$ cat config.mk
export PLATFORM = sky130hd
export DESIGN_NAME = fetch_unit
export DESIGN_NICKNAME = d
export VERILOG_FILES = /design/src/rtl/fetch_unit_pkg.sv /design/src/rtl/pc_register.sv /design/src/rtl/fetch_unit.sv
export SDC_FILE = /design/constraint.sdc
export NUM_CORES = 1
export LEC_CHECK = 0
export BUFFER_PORTS_ARGS = -buffer_cell sky130_fd_sc_hd__buf_4
export CORE_MARGIN = 3
export CORE_UTILIZATION = 49
export CTS_CLUSTER_DIAMETER = 150
export DETAILED_ROUTE_END_ITERATION = 7
export GPL_ROUTABILITY_DRIVEN = 0
export PLACE_DENSITY = 0.92
export SLEW_MARGIN = 20
export SYNTH_ARGS = -nofsm -noshare
export SYNTH_HDL_FRONTEND = slang
export SYNTH_SLANG_ARGS = --single-unit
$ cat constraint.sdc
create_clock -name clk -period 2.4 [get_ports clk]
set_input_delay 0.48 -clock clk [delete_from_list [all_inputs] [get_ports clk]]
set_output_delay 0.48 -clock clk [all_outputs]
set_load 0.05 [all_outputs]
$ cat src/rtl/fetch_unit_pkg.sv
// rtl/fetch_unit_pkg.sv - shared fetch-stage types, defaults and address helpers
package fetch_unit_pkg;

  typedef enum logic [1:0] {
    ST_BOOT  = 2'd0,
    ST_RUN   = 2'd1,
    ST_FAULT = 2'd2
  } fetch_state_t;

  localparam logic [31:0] DEFAULT_RESET_PC  = 32'h0000_0000;
  localparam int unsigned DEFAULT_MEM_WORDS = 8;
  localparam logic [31:0] ARM_PC_OFFSET     = 32'd8;

  function automatic logic [31:0] word_align(input logic [31:0] addr);
    return addr & ~32'd3;
  endfunction

  function automatic logic addr_in_range(input logic [31:0] addr, input int unsigned words);
    return (addr >> 2) < 32'(words);
  endfunction

endpackage

$ cat src/rtl/pc_register.sv
// rtl/pc_register.sv - program counter register with load enable
module pc_register #(
  parameter logic [31:0] RESET_VALUE = 32'h0000_0000
) (
  input  logic        clk,
  input  logic        reset_n,
  input  logic        load,
  input  logic [31:0] value,
  output logic [31:0] pc
);

  always_ff @(posedge clk or negedge reset_n) begin
    if (!reset_n)
      pc <= RESET_VALUE;
    else if (load)
      pc <= value;
  end

endmodule

$ cat src/rtl/fetch_unit.sv
// rtl/fetch_unit.sv - instruction fetch stage with valid/ready handoff, branch redirect and range fault
module fetch_unit
  import fetch_unit_pkg::*;
#(
  parameter logic [31:0] RESET_PC  = DEFAULT_RESET_PC,
  parameter int unsigned MEM_WORDS = DEFAULT_MEM_WORDS
) (
  input  logic        clk,
  input  logic        reset_n,
  output logic [31:0] InstrAddress,
  input  logic [31:0] InstrData,
  output logic [31:0] Instr,
  output logic [31:0] PCOut,
  output logic [31:0] PCPlus8,
  output logic        InstrValid,
  input  logic        InstrReady,
  input  logic        BranchTaken,
  input  logic [31:0] BranchTarget,
  output logic        FetchFault,
  output logic [31:0] FetchCount
);

  fetch_state_t state, state_n;
  logic [31:0]  pc, pc_next, target;
  logic         pc_load, fetch, valid_n, fault_n;
  logic         transfer, slot_free, pc_ok, target_ok;

  pc_register #(.RESET_VALUE(word_align(RESET_PC))) u_pc (
    .clk     (clk),
    .reset_n (reset_n),
    .load    (pc_load),
    .value   (pc_next),
    .pc      (pc)
  );

  assign transfer     = InstrValid && InstrReady;
  assign slot_free    = !InstrValid || InstrReady;
  assign target       = word_align(BranchTarget);
  assign pc_ok        = addr_in_range(pc, MEM_WORDS);
  assign target_ok    = addr_in_range(target, MEM_WORDS);
  assign InstrAddress = {2'b00, pc[31:2]};
  assign PCPlus8      = PCOut + ARM_PC_OFFSET;

  always_comb begin
    state_n = state;
    valid_n = InstrValid;
    fault_n = FetchFault;
    fetch   = 1'b0;
    pc_load = 1'b0;
    pc_next = pc + 32'd4;
    // A redirect flushes the output slot in every state; only an in-range target clears a fault.
    if (BranchTaken) begin
      pc_load = 1'b1;
      pc_next = target;
      valid_n = 1'b0;
      if (state == ST_FAULT && !target_ok) begin
        state_n = ST_FAULT;
        fault_n = 1'b1;
      end else begin
        state_n = ST_RUN;
        fault_n = 1'b0;
      end
    end else begin
      unique case (state)
        ST_BOOT: state_n = ST_RUN;
        ST_RUN: begin
          if (slot_free) begin
            if (pc_ok) begin
              fetch   = 1'b1;
              pc_load = 1'b1;
              valid_n = 1'b1;
            end else begin
              state_n = ST_FAULT;
              fault_n = 1'b1;
              valid_n = 1'b0;
            end
          end
        end
        ST_FAULT: if (transfer) valid_n = 1'b0;
        default:  state_n = ST_BOOT;
      endcase
    end
  end

  always_ff @(posedge clk or negedge reset_n) begin
    if (!reset_n) begin
      state      <= ST_BOOT;
      Instr      <= 32'd0;
      PCOut      <= 32'd0;
      InstrValid <= 1'b0;
      FetchFault <= 1'b0;
      FetchCount <= 32'd0;
    end else begin
      state      <= state_n;
      InstrValid <= valid_n;
      FetchFault <= fault_n;
      if (fetch) begin
        Instr <= InstrData;
        PCOut <= pc;
      end
      if (transfer && FetchCount != 32'hFFFF_FFFF)
        FetchCount <= FetchCount + 32'd1;
    end
  end

endmodule

**Word-level counts from Yosys, hierarchy flattened**

Index checks and enable logic that the tools add are counted.

- Output and inout bits: 162
- Register bits after elaboration: 132

- $lt $le $gt $ge: 2
- Reductions and logical operators: 13
- Equal/unequal tests: 8
- Mux-type cells: 20
- $add $sub $neg: 3

Operators with widths:

| kind | number |
|---|---|
| $lt 30x4->1 const B | 2 |
| $add 32x1->32 const B | 1 |
| $add 32x3->32 const B | 1 |
| $add 32x4->32 const B | 1 |
| $mux 32 | 1 |
| $ne 32x32->1 const B | 1 |
| $mux 1 | 13 |
| $ne 3x3->1 const B | 3 |
| $reduce_and 3->1 | 3 |
| $mux 2 | 4 |
| $pmux 2 s3 | 1 |
| $ne 2x2->1 const B | 2 |
| $reduce_bool 2->1 | 2 |
| $logic_and 1x1->1 | 3 |
| $reduce_bool 3->1 | 1 |
| $eq 2x1->1 const B | 1 |
| $eq 2x2->1 const B | 1 |
| $logic_not 1->1 | 2 |
| $logic_not 2->1 | 1 |
| $pmux 1 s2 | 1 |
| $logic_or 1x1->1 | 1 |

**Longest topological paths before layout**

Gate-level depths: netlist of run 1.

- Word-level depth: 5
- Depth in mapped cells: 6

**Modules after synthesis**

From an unflattened synthesis of run 1, not the netlist that was laid out.

- Cell total of the unflattened synthesis: 635
- Area total of the unflattened synthesis: 6855.3 sq um

By module, submodules not included:

| module | times used | area each (sq um) | cells an instance |
|---|---|---|---|
| fetch_unit | 1 | 5510.3 | 567 |
| pc_register | 1 | 1345.0 | 68 |

**Worst setup path before layout of run 1**

Ideal clock, no wire load.

- Kind: register to output
- From: reg PCOut[7]
- To: out PCPlus8[20]
- Setup slack: -0.760 ns
- Cell stages (with the launch flop): 6
- Arrival time: 2.680 ns
- Buffers on the path: 0
- Required time: 1.920 ns
- Path through: dfrtp_1 and4_1 nand3_1 nor3_1 nand4_1 xnor2_1

- Cells in the longest elaborated chain, start to end: 1

RTL lines:

| element | line | text |
|---|---|---|
| start: declaration | fetch_unit.sv:13 | `output logic [31:0] PCOut,` |
| start signal: assignment | fetch_unit.sv:99 | `PCOut <= pc;` |
| $add 32x4->32 | fetch_unit.sv:42 | `assign PCPlus8 = PCOut + ARM_PC_OFFSET;` |
| end: declaration | fetch_unit.sv:14 | `output logic [31:0] PCPlus8,` |

Every way passes these cells.

**Final worst setup path of run 1**

- From: reg PCOut[7]
- To: out PCPlus8[19]

Same word-level chain as after synthesis.

==> reports/metrics.cfg, run 1 <==
[yosys]
synth-edff-count=0
synth_top_cells_by_area=dfrtp_1 56%, mux2_2 13%, xnor2_1 7.5%
yosysSeqAreaShare=0.559
synth_area_mm2=0.00573
netlist_instances=469
synthFlopType=dfrtp_1
synth_common_cells=128 x dfrtp_1, 64 x mux2_2, 49 x xnor2_1
yosysTopAreaCell=dfrtp_1
synth.most_common_cell=dfrtp_1
synth.avg_cell_area_um2=12.2
synth.top_cell.area_share=0.559
ys_warn_count=0
synthDistinctLibCells=38
synth_seq_cells=128
synth-async-reset-ratio=1.00

[timing]
fmax_ghz=0.365
drv_slew=0
finalHoldViolations=0
fin_crit_sh=1.14
finalCriticalPeriod_ps=2740
fin_skew_ps=7.69
final.setup.worst_slack_ps=-342
hold_ws_ps=96.6
finalSetupViolCount=19
slew_headroom=0.525
grt_setup_unrepaired=true
setup_tns_ps=-4530
worst_pin_slew_ps=712

[status]
status=complete, but fails checks
violations=negative setup slack

[critical_path]
cp.required_ps=1920
crit_path_end_kind=primary output
start_kind=register
crit_type=reg2out
ff2ff_path_depth=6
cp.arrival_ps=2260
cp_max_fo=4

[layout]
antenna_cells=0
multi_input_area_mm2=0.00284
fillers=612
num-nets-final=817
seq_area_mm2=0.00323
syn_to_final_growth_pct=57.6
finalInstanceArea_mm2=0.00903
post-route-util=0.812
drive_above_1_share=0.569

[floorplan]
io_pins=230
die_area_mm2=0.0130
fp.dieW_um=114
coreArea_mm2=0.0111
die_h_um=114
rows=38
start_util=0.515

[cts]
clockRootBuffer=clkbuf_16
cts_buffer_depth=2
cts_made_buffers=17
clk_pin_slew_ps=60
cts_hold_buf=0
cts.sinks=128
clock_latency_ps=420
cts_tree=yes
h-tree-depth=4

[grt]
grt_pass1_wl_um=28100
overflow=0
grt_pass1_vias=5087
grt_max_degree=54
track_usage=0.279
antenna_found_initial=0

[placement]
placed_area_mm2=0.00795
io_buffer_count=221
dp.final_hpwl_um=11900
dp_slack_ps=65.6

[detailed_routing]
routedWlPerCell_um=21.8
drtAntennaViolNets=0
vias=5065
drtPass1Iterations=5
drcViolationCount=0
wirelength_um=19600
avgViaCountPerCell=5.63
drt_iter0_drc=413

[hold_path]
min_path_type=in2async

[power_and_ir_drop]
power.static_leakage_nw=4.52
peakVddDrop_mv=0.519
p_per_area_mw_per_mm2=607

[flow_run]
cap_violations=0

==> critical path, stage by stage, from the launching register on <==
cell and delay, ps:
dfrtp_2 390, and4_4 270, nand3_4 120, nor3_4 270
buf_4 180, buf_4 120, nand3_4 120, xnor2_4 190
buf_6 170
==> state kept, by name, indices dropped and copies added (netlist names) <==
register,flops
FetchCount,32
FetchFault,1
Instr,32
InstrValid,1
PCOut,30
state,2
u_pc.pc,30
==> placed cells by master, fill, tap and decap left out, types with 7 or more instances in the layout <==
master,instances
buf_6,22
nand4_1,24
nor2b_1,27
buf_4,245
nor2_1,17
nand3_4,7
dfrtp_1,108
and3_1,7
nand2_1,24
xor2_1,9
dfrtp_2,20
clkbuf_16,17
nand3_1,17
xnor2_1,31
inv_1,7
xnor2_2,8
nor4_1,14
xnor2_4,10
mux2_2,64
==> per-stage QoR <==
step	power (mW)	std cells
final	5.49	899
after global routing	5.64	899
after CTS	5.48	876
after detailed placement	2.91	834
after global placement	2.89	834
after floorplan	2.64	474
==> layer usage <==
layer	wire length, µm	part of all wire	up-vias	global-route usage
met2	10400	0.53	265	0.489
met4	686	0.035	0	0.105
li1	-	-	2212	-
met3	1470	0.075	63	0.0729
met5	0	0	-	0
met1	7040	0.36	2525	0.328
==> where the power goes <==
part	leakage, nW	switching, mW	total, mW	internal, mW
logic	2.55	0.376	0.587	0.211
registers	1.67	0.0666	2.29	2.22
clock network	0.297	0.918	2.61	1.69
total	4.52	1.36	5.49	4.13
==> worst paths after layout <==
| kind | endpoint | start | slack (ps) |
|---|---|---|---|
| hold / removal | PCOut[19]$_DFFE_PN0P_ | reset_n | 100 |
| setup / recovery | PCPlus8[19] | PCOut[7]$_DFFE_PN0P_ | -340 |
| max in group asynchronous | u_pc.pc[23]$_DFFE_PN0P_ | reset_n | 1510 |
| hold reg to reg | Instr[8]$_DFFE_PN0P_ | Instr[8]$_DFFE_PN0P_ | 510 |
| min in group clk | u_pc.pc[4]$_DFFE_PN0P_ | BranchTarget[4] | 270 |
| setup reg to reg | Instr[17]$_DFFE_PN0P_ | u_pc.pc[20]$_DFFE_PN0P_ | 150 |
==> cell type report <==
| class | instances | share of cell area |
|---|---|---|
| Tap cell | 140 | 0.0194 |
| Multi-Input combinational cell | 321 | 0.315 |
| Timing Repair Buffer | 271 | 0.239 |
| Sequential cell | 128 | 0.357 |
| Clock buffer | 27 | 0.0579 |
| Clock inverter | 5 | 0.00831 |
| Inverter | 7 | 0.00291 |
==> cell families after synthesis <==
family	after synthesis	share of synthesized area
other	1	0.000654
flip-flops	128	0.559
buffers and inverters	25	0.0264
AND/OR/NAND/NOR	170	0.167
XOR/XNOR	60	0.0917
multiplexers	64	0.126
AO/OA/AOI/OAI	18	0.0231
adder cells (fa/ha/maj)	3	0.00655
==> repair_timing <==
item                       in CTS  in global routing
setup buffers                  10                 25
pin swaps                      12                 21
gates resized for setup        28                 27
setup endpoints to repair      17                 62
Note: power is estimated with default switching activity, not from simulation.
==> run 2: changes to the inputs <==
--- a/config.mk
+++ b/config.mk
@@ -5,13 +5,14 @@
 export SDC_FILE = /design/constraint.sdc
 export NUM_CORES = 1
 export LEC_CHECK = 0
+export ABC_AREA = 1
 export BUFFER_PORTS_ARGS = -buffer_cell sky130_fd_sc_hd__buf_4
 export CORE_MARGIN = 3
-export CORE_UTILIZATION = 49
+export CORE_UTILIZATION = 50
 export CTS_CLUSTER_DIAMETER = 150
 export DETAILED_ROUTE_END_ITERATION = 7
 export GPL_ROUTABILITY_DRIVEN = 0
-export PLACE_DENSITY = 0.92
+export PLACE_DENSITY = 0.9
 export SLEW_MARGIN = 20
 export SYNTH_ARGS = -nofsm -noshare
 export SYNTH_HDL_FRONTEND = slang
==> constraint.sdc (replaced) <==
create_clock -name clk -period 3.2 [get_ports clk]
set_input_delay 0.64 -clock clk [delete_from_list [all_inputs] [get_ports clk]]
set_output_delay 0.64 -clock clk [all_outputs]
set_load 0.05 [all_outputs]
==> run 2 against run 1 <==
The run now ends clean. Setup slack improved by 700 ps. Global-route usage decreased by 2.7 points. Register-to-register slack improved by 1100 ps. First-iteration DRC count fell by 5.8%. Via count rose by 32%. Combinational power is 6.1% lower. Power is 21% lower. Utilization is 12 points lower. Final area grew 2.2%. Sequential cell count unchanged. Final cell count grew 48%. Sequential share of layout area shrank 1.0 points. Critical path type unchanged. Largest cell class unchanged. Highest routed layer unchanged.
==> reports/metrics.cfg, run 2 <==
[critical_path]
cp_max_fo=5
crit_path_end_kind=primary output
start_kind=register
cp.arrival_ps=2200
startpoint=PCOut[7]$_DFFE_PN0P_
crit_type=reg2out
cp.required_ps=2560
timing.rr.start=u_pc.pc[5]$_DFFE_PN0P_

[yosys]
synth-edff-count=0
yosysTopAreaCell=dfrtp_1
netlist_instances=922
synth_area_mm2=0.00683
synth.avg_cell_area_um2=7.41
ys_warn_count=0
yosysSeqAreaShare=0.469
synthFlopType=dfrtp_1
synth_top_cells_by_area=dfrtp_1 47%, nand2_1 19%, nor2_1 6.0%
synth_seq_cells=128
synth_common_cells=353 x nand2_1, 128 x dfrtp_1, 109 x nor2_1
synth.most_common_cell=nand2_1
synth-async-reset-ratio=1.00
synth.top_cell.area_share=0.469
synthDistinctLibCells=34

[timing]
grt_setup_unrepaired=false
finalHoldViolations=0
fmax_ghz=0.352
fin_skew_ps=10.3
fin_crit_sh=0.888
finalCriticalPeriod_ps=2840
drv_slew=0
slew_headroom=0.610
setup_tns_ps=0
finalSetupViolCount=0
worst_pin_slew_ps=585

[cts]
cts_hold_buf=0
clk_pin_slew_ps=60
cts_buffer_depth=2
clockRootBuffer=clkbuf_16
cts_tree=yes
cts.sinks=128
clock_latency_ps=420
cts_setup_buffers=0
h-tree-depth=4
cts-resized-gates=0
cts_made_buffers=17

[layout]
stdcell_count=1330
final_cell_mix=353 x nand2_1, 224 x buf_4, 128 x dfrtp_1
fillers=1042
drive_above_1_share=0.242
multi_input_area_mm2=0.00305
top_regs=FetchCount: 32 flops, Instr: 32 flops
syn_to_final_growth_pct=35.1
mostFrequentLayoutCell=nand2_1
num-nets-final=1212
seq_area_mm2=0.00320
antenna_cells=0

[grt]
grt_pass1_vias=6181
grt_max_degree=67
grt_pass1_wl_um=29700
track_usage=0.251
antenna_found_initial=0
overflow=0

[detailed_routing]
drcViolationCount=0
drt_iter0_drc=389
routedWlPerCell_um=14.0
avgViaCountPerCell=5.05
drtAntennaViolNets=0
vias=6710
drtPass1Iterations=5
wirelength_um=18700

[floorplan]
start_util=0.514
die_area_mm2=0.0151
fp.dieW_um=123
coreArea_mm2=0.0133
die_h_um=123
io_pins=230
rows=42

[placement]
dp_cells=1298
dp.final_hpwl_um=13900
io_buffer_count=221

[power_and_ir_drop]
p_per_area_mw_per_mm2=469
peakVddDrop_mv=0.297
power.static_leakage_nw=5.01

[hold_path]
min_path_type=in2async

[status]
status=complete, no violations

[flow_run]
cap_violations=0

run 2: metrics by stage:
step	instance area, µm²	util	power (mW)	hold WS [ps]	worst slack [ps]
3_5_place_dp	8600	0.647	2.31	469	792
4_1_cts	9230	0.694	4.36	67.8	338
5_1_grt	9230	0.694	4.48	78.5	152
3_3_place_gp	8600	0.647	2.30	467	826
2_1_floorplan	6850	-	2.09	344	224
6_report	9230	0.694	4.33	76.1	358
run 2: final timing paths:
| path | endpoint | slack, ps | depth (start not counted) |
|---|---|---|---|
| min in group clk | u_pc.pc[18]$_DFFE_PN0P_ | 430 | 3 |
| max | PCPlus8[24] | 360 | 8 |
| min reg2reg | Instr[20]$_DFFE_PN0P_ | 480 | 2 |
| min | FetchCount[0]$_DFFE_PN0P_ | 80 | 1 |
| max in group asynchronous | Instr[19]$_DFFE_PN0P_ | 2280 | 2 |
| max reg2reg | Instr[26]$_DFFE_PN0P_ | 1210 | 8 |
run 2: logic make-up (layout without fill, tap and decap cells):
family	Yosys count	after routing	synth area share
AO/OA/AOI/OAI	62	62	0.0478
XOR/XNOR	37	37	0.0474
adder cells (fa/ha/maj)	3	3	0.00550
buffers and inverters	133	360	0.0883
flip-flops	128	128	0.469
other	1	6	0.000549
AND/OR/NAND/NOR	558	558	0.341
run 2: critical path, stage by stage (launching register included):
cell	delay, ps
dfrtp_1	430
nand2_1	110
nor2_1	210
nand2_1	150
nor2_2	160
nand3_1	170
nor2_1	160
xor2_1	170
buf_4	220
run 2: power breakdown:
group | switching [mW] | internal (mW)
sequential | 0.0589 | 1.68
clock | 0.725 | 1.32
combinational | 0.372 | 0.179
run 2: final cells by class:
class	instances	share of cell area
flip-flops and latches	128	0.347
multi-input cells	666	0.331
repair buffers	227	0.189
clock buffers	18	0.0476
inverters	101	0.0416
well taps	176	0.0239
clock inverters	14	0.0206
run 2: routing by layer:
layer | vias to the layer above | share of wire | global-route usage
met1 | 3053 | 0.39 | 0.304
met5 | - | 0 | 0
met4 | 0 | 0.039 | 0.133
li1 | 3267 | - | -
met2 | 330 | 0.48 | 0.408
met3 | 60 | 0.095 | 0.0719
